[config.mk]
export PLATFORM = sky130hd
export DESIGN_NAME = nclic_irq_gate
export DESIGN_NICKNAME = d
export VERILOG_FILES = /design/src/rtl/nclic_irq_gate.sv
export SDC_FILE = /design/constraint.sdc
export NUM_CORES = 1
export LEC_CHECK = 0
export ABC_AREA = 1
export CAP_MARGIN = 10
export CORE_ASPECT_RATIO = 1.75
export CORE_UTILIZATION = 46
export DETAILED_ROUTE_END_ITERATION = 10
export PLACE_DENSITY = 0.76
export SYNTH_ARGS = -nofsm -noshare
export SYNTH_HDL_FRONTEND = slang
export SYNTH_SLANG_ARGS = --single-unit
[constraint.sdc]
create_clock -name clk -period 2 [get_ports clk]
set_input_delay 0.5 -clock clk [delete_from_list [all_inputs] [get_ports clk]]
set_output_delay 0.5 -clock clk [all_outputs]
set_load 0.01 [all_outputs]
[src/rtl/nclic_irq_gate.sv]
// Per-source interrupt conditioning for the nclic arbiter: synchronises raw IRQ lines,
// tracks level or rising-edge pending state, and holds enable/trigger/priority config.
module nclic_irq_gate #(
    parameter int IntAmount = 8,
    parameter int IdxWidth  = 3,
    parameter int PrioWidth = 4
) (
    input  logic                                clk,
    input  logic                                reset,
    input  logic [IntAmount-1:0]                i_irq,
    input  logic                                i_cfg_we,
    input  logic [IdxWidth-1:0]                 i_cfg_widx,
    input  logic [15:0]                         i_cfg_wdata,
    input  logic                                i_cfg_re,
    input  logic [IdxWidth-1:0]                 i_cfg_ridx,
    output logic [15:0]                         o_cfg_rdata,
    input  logic                                i_ack,
    input  logic [IdxWidth-1:0]                 i_ack_idx,
    output logic [IntAmount-1:0][PrioWidth-1:0] o_priorities,
    output logic [IntAmount-1:0]                o_pendings,
    output logic [IntAmount-1:0]                o_enables
);

    localparam logic [IdxWidth:0] AMT = (IdxWidth+1)'(IntAmount);

    logic [IntAmount-1:0]                s1_q, s2_q, s3_q;
    logic [IntAmount-1:0]                pend_q, pend_d;
    logic [IntAmount-1:0]                en_q, en_d;
    logic [IntAmount-1:0]                trig_q, trig_d;
    logic [IntAmount-1:0][PrioWidth-1:0] prio_q, prio_d;
    logic [15:0]                         rdata_q, rdata_d;

    logic wr_ok, rd_ok, ack_ok;
    logic unused_wdata;

    assign unused_wdata = ^{i_cfg_wdata[15:8+PrioWidth], i_cfg_wdata[7:3]};

    always_comb begin
        wr_ok  = i_cfg_we && ({1'b0, i_cfg_widx} < AMT);
        rd_ok  = {1'b0, i_cfg_ridx} < AMT;
        ack_ok = i_ack && ({1'b0, i_ack_idx} < AMT);

        pend_d = pend_q;
        en_d   = en_q;
        trig_d = trig_q;
        prio_d = prio_q;

        for (int i = 0; i < IntAmount; i++) begin
            logic wr_hit, ack_hit, trig_eff;
            wr_hit   = wr_ok && (i_cfg_widx == IdxWidth'(i));
            ack_hit  = ack_ok && (i_ack_idx == IdxWidth'(i));
            // The trigger mode being written takes effect for this cycle's pending update.
            trig_eff = wr_hit ? i_cfg_wdata[2] : trig_q[i];

            if (!trig_eff) begin
                pend_d[i] = s2_q[i];
            end else if (s2_q[i] && !s3_q[i]) begin
                pend_d[i] = 1'b1;
            end else if (wr_hit) begin
                pend_d[i] = i_cfg_wdata[0];
            end else if (ack_hit) begin
                pend_d[i] = 1'b0;
            end

            if (wr_hit) begin
                en_d[i]   = i_cfg_wdata[1];
                trig_d[i] = i_cfg_wdata[2];
                prio_d[i] = i_cfg_wdata[8 +: PrioWidth];
            end
        end

        rdata_d = '0;
        if (rd_ok) begin
            rdata_d[0]             = pend_q[i_cfg_ridx];
            rdata_d[1]             = en_q[i_cfg_ridx];
            rdata_d[2]             = trig_q[i_cfg_ridx];
            rdata_d[8 +: PrioWidth] = prio_q[i_cfg_ridx];
        end
    end

    always_ff @(posedge clk or negedge reset) begin
        if (!reset) begin
            s1_q    <= '0;
            s2_q    <= '0;
            s3_q    <= '0;
            pend_q  <= '0;
            en_q    <= '0;
            trig_q  <= '0;
            prio_q  <= '0;
            rdata_q <= '0;
        end else begin
            s1_q   <= i_irq;
            s2_q   <= s1_q;
            s3_q   <= s2_q;
            pend_q <= pend_d;
            en_q   <= en_d;
            trig_q <= trig_d;
            prio_q <= prio_d;
            if (i_cfg_re) begin
                rdata_q <= rdata_d;
            end
        end
    end

    assign o_pendings   = pend_q;
    assign o_enables    = en_q;
    assign o_priorities = prio_q;
    assign o_cfg_rdata  = rdata_q;

endmodule
==> After elaboration in Yosys (flattened, before gate mapping) <==
Cells that the tools add are included.
{ "classes": {"n_lt_le_gt_ge": 1, "n_eq_ne": 22, "n_mux": 48, "reduce_logical": 34} }
{ "op_table": {"columns": ["operator", "n"], "rows": [
  ["two-way mux 1 bit", 43],
  ["!= test 4 x 1 -> 1 bit, second input constant", 8],
  ["equality test 3 bit, second input constant", 8],
  ["logical AND 1 bit", 24],
  ["binary-select mux 4 bit (select 3 bit)", 1],
  ["equality test 3 x 2 -> 1 bit, second input constant", 4],
  ["binary-select mux 1 bit (select 3 bit)", 3],
  ["zero test 1 bit", 8],
  ["equality test 3 x 1 -> 1 bit, second input constant", 2],
  ["zero test 3 bit", 2],
  ["less-than comparator 3 x 4 -> 1 bit, second input constant", 1],
  ["two-way mux 4 bit", 1]
]} }
{ "totals": {"ff_bits": 87, "in_bits": 38} }

==> Logic depth before layout (Yosys ltp) <==
{ "logic_depth": {"depth_word": 6, "depth_mapped": 8, "mapped_depth_nobuf": 8} }

==> Worst setup path before layout <==
OpenSTA, ideal clock, no wires.
{ "synth_path": {"path_kind": "in2reg", "from": "in i_cfg_ridx[0]", "to": "reg rdata_q[8] (netlist: o_cfg_rdata[8])", "setup_time_ns": 0.118, "arrival_ns": 1.192, "path_slack_ns": 0.691, "path_stages": 8, "n_path_buf": 2, "cell_sequence": "buf_2 inv_1 buf_4 nand2_1 nand3_1 nand3_1 nand3_1 nand2_1"} }
{ "synth_between": {"elab_chain_cells": 2} }
{ "synth_rtl": {"columns": ["item", "line_no", "text"], "rows": [
  ["start: declaration", "15", "input logic [IdxWidth-1:0] i_cfg_ridx,"],
  ["binary-select mux 4 bit (select 3 bit)", "77", "rdata_d[8 +: PrioWidth] = prio_q[i_cfg_ridx];"],
  ["two-way mux 4 bit (not written as such)", "77", null],
  ["end signal: assignment", "100", "rdata_q <= rdata_d;"],
  ["end: declaration", "31", "logic [15:0] rdata_q, rdata_d;"]
]} }
Every way passes these cells. The select of a mux whose other input is x is not followed.
A chain may end at the register's enable or synchronous reset.

==> Worst setup path after layout <==
{ "layout_path": {"from": "reg prio_q (netlist bit o_priorities[2])", "to": "out o_priorities[2] (netlist name)"} }
{ "layout_lines": {"columns": ["item", "line_no", "text"], "rows": [
  ["start: declaration", "30", "logic [IntAmount-1:0][PrioWidth-1:0] prio_q, prio_d;"],
  ["start signal: assignment", "98", "prio_q <= prio_d;"],
  ["end: declaration", "19", "output logic [IntAmount-1:0][PrioWidth-1:0] o_priorities,"]
]} }
No word-level cell between the ends.

==> summary.txt <==
max frequency = 0.554 GHz
DRT iter0 DRCs = 265
Crit path required time = 1500 ps
worst r2r src = o_priorities[10]
ant diodes = 0
vias = 3,534
Vias/cell = 4.97
Site Rows = 44
Synth cell types = 14
die height = 125 microns
DR WL/cell = 14.1 microns
Die ar. = 0.00897 sq mm
Die Span X = 72.0 microns
drt drc = 0
total global routing track utilization = 24.3%
post-CTS resize count = 0
Critical R2R Capture = o_cfg_rdata[10]
crit path cell chain = clkdlybuf4s50_1
Worst Reg-to-Reg Cells = 6
Skew-Pair Late Insertion Delay = 340 ps
I/O pins = 102
Critical Path End Type = output pin
PD cells = 985 mW/mm^2
initial antenna violation count = 0
first-pass GRT wire length = 16,300 microns
final setup margin = 196 ps
grt ovf = 0
max-cap check violation count = 0
Layout Cells excl Fill = 711
Final Cycle Share = 90.2%
area post-placement = 0.00495 sq mm
Final min period = 1800 ps
final core utilization = 63.1%
RSZ-0062 raised after global routing = false
Post-Place Setup Slack = 35.3 ps
Initial DRT Pass Iterations = 5
Seq/Total Area, Yosys = 55.2%
antenna-violating nets left = 0
YS warnings = 0
status = finished clean
Longest Clk Path Bufs = 2
skew final = 5.12 ps
synthesis-stage register bit count = 87
Lkg Pwr = 2.61 nW
Sink Count = 87
area delta synth->final = 32.9%
cts-stage hold buffer count = 0
Num CTS Buffers = 9
share of layout cells above drive strength 1 = 5.37%
Cells after Synth = 501
synthesized area = 0.00395 sq mm
final wirelength = 10,000 microns
routability cong. = 0.926
crit-path max FO = 3
IO Port Bufs = 83
largest net degree at the start of global routing = 32
CTS root buf = clkbuf_16
met3 Track Usage GR = 4.13%
HPWL after DPL = 7600 microns
Avg Cell Area, Syn = 7.88 sq um
GRT met2 Usage = 42.6%
Final setup viols = 0
most used routing layer = met2
vias in the first global route = 3,448
CP top delay family = buffers and inverters
Tightest Hold Check Type = in2async
core area = 0.00831 sq mm
Worst setup SP type = flop
number of buffers and inverters on the critical path = 1
crit path DAT = 1300 ps
Final Slew Violations = 0
setup TNS = 0 ps
CTS tree = built
Layout Nets = 629
Initial Util = 47.5%
r2r setup slk = 870 ps
htree depth = 3
setup bufs post-CTS = 0
Slowest-stage cell, CP = clkdlybuf4s50_1
clock-pin slew on the worst setup and hold paths = 60 ps
fill cell count = 723
worst vdd ir = 0.000761 V
CP Depth = 1
placed insts = 695
routing usage on met1 = 25.7%
Hold Violations, Final = 0
CP max stage delay = 560 ps
Worst Setup Path Type = reg2out
Post-Layout Inst Area = 0.00524 sq mm
synthesized netlist by cell type:
master / count / area (sq um)
buf_2: 14 / 70.1
buf_4: 11 / 82.6
clkbuf_1: 2 / 7.51
conb_1: 1 / 3.75
nand3_1: 59 / 295
o21a_1: 3 / 22.5
nand2_1: 188 / 706
dfrtp_1: 87 / 2180
inv_2: 1 / 3.75
o21ai_0: 45 / 225
nor2_1: 11 / 41.3
inv_1: 73 / 274
nor2_2: 2 / 12.5
and2_1: 4 / 25.0
worst max path at each step:
stage / from / endpoint
finish: o_priorities[2] / o_priorities[2]
global route: o_pendings[4] / o_pendings[4]
CTS: o_pendings[3] / o_pendings[3]
detailed placement: i_cfg_widx[2] / o_pendings[6]
global placement: i_cfg_ridx[0] / o_cfg_rdata[8]
floorplan: i_cfg_ridx[0] / o_cfg_rdata[8]
report_power, final:
group	switching [mW]	internal [mW]
sequential	0.187	2.04
clock	0.652	1.00
combinational	0.644	0.647
total	1.48	3.68
sequential cells by signal, summed over array words and instances, names as in the netlist:
register      count
o_pendings        8
o_cfg_rdata       7
s3_q              8
trig_q            8
s1_q              8
o_enables         8
s2_q              8
o_priorities     32
through the flow:
step / power (mW) / hold slack [ps]
floorplan: 2.81 / 204
global placement: 3.50 / 333
detailed placement: 3.54 / 336
CTS: 5.20 / 75.7
global route: 5.43 / 91.9
finish: 5.17 / 73.4
layout by cell type (no fill, tap or decap), drive strengths merged:
cell,n
nand2,188
dfrtp,87
clkdlybuf4s50,82
inv,74
nand3,59
o21ai,45
buf,16
nor2,13
clkbuf,13
conb,9
and2,4
o21a,3
bufinv,1
clkinv,1
clkinvlp,1
area by class of cell:
class	count	area [sq um]	share of cell area, %
Clock buffer	13	250	4.77
Timing Repair Buffer	98	991	18.9
Inverter	74	278	5.30
Multi-Input combinational cell	321	1360	26.0
Tap cell	115	144	2.74
Clock inverter	3	42.5	0.811
Sequential cell	87	2180	41.5
cells by family after synthesis:
logic type	after synthesis	share of synthesized area, %
simple gates	264	27.4
compound gates	48	6.28
buf+inv	101	11.1
flops	87	55.2
other cells	1	0.0950
per-layer routing:
metal / up-vias / share of wire, %
met5: - / 0
met2: 143 / 54
met3: 38 / 4.1
li1: 1698 / -
met4: 0 / 5.3
met1: 1655 / 36
Power figures use the tool's default switching activity.
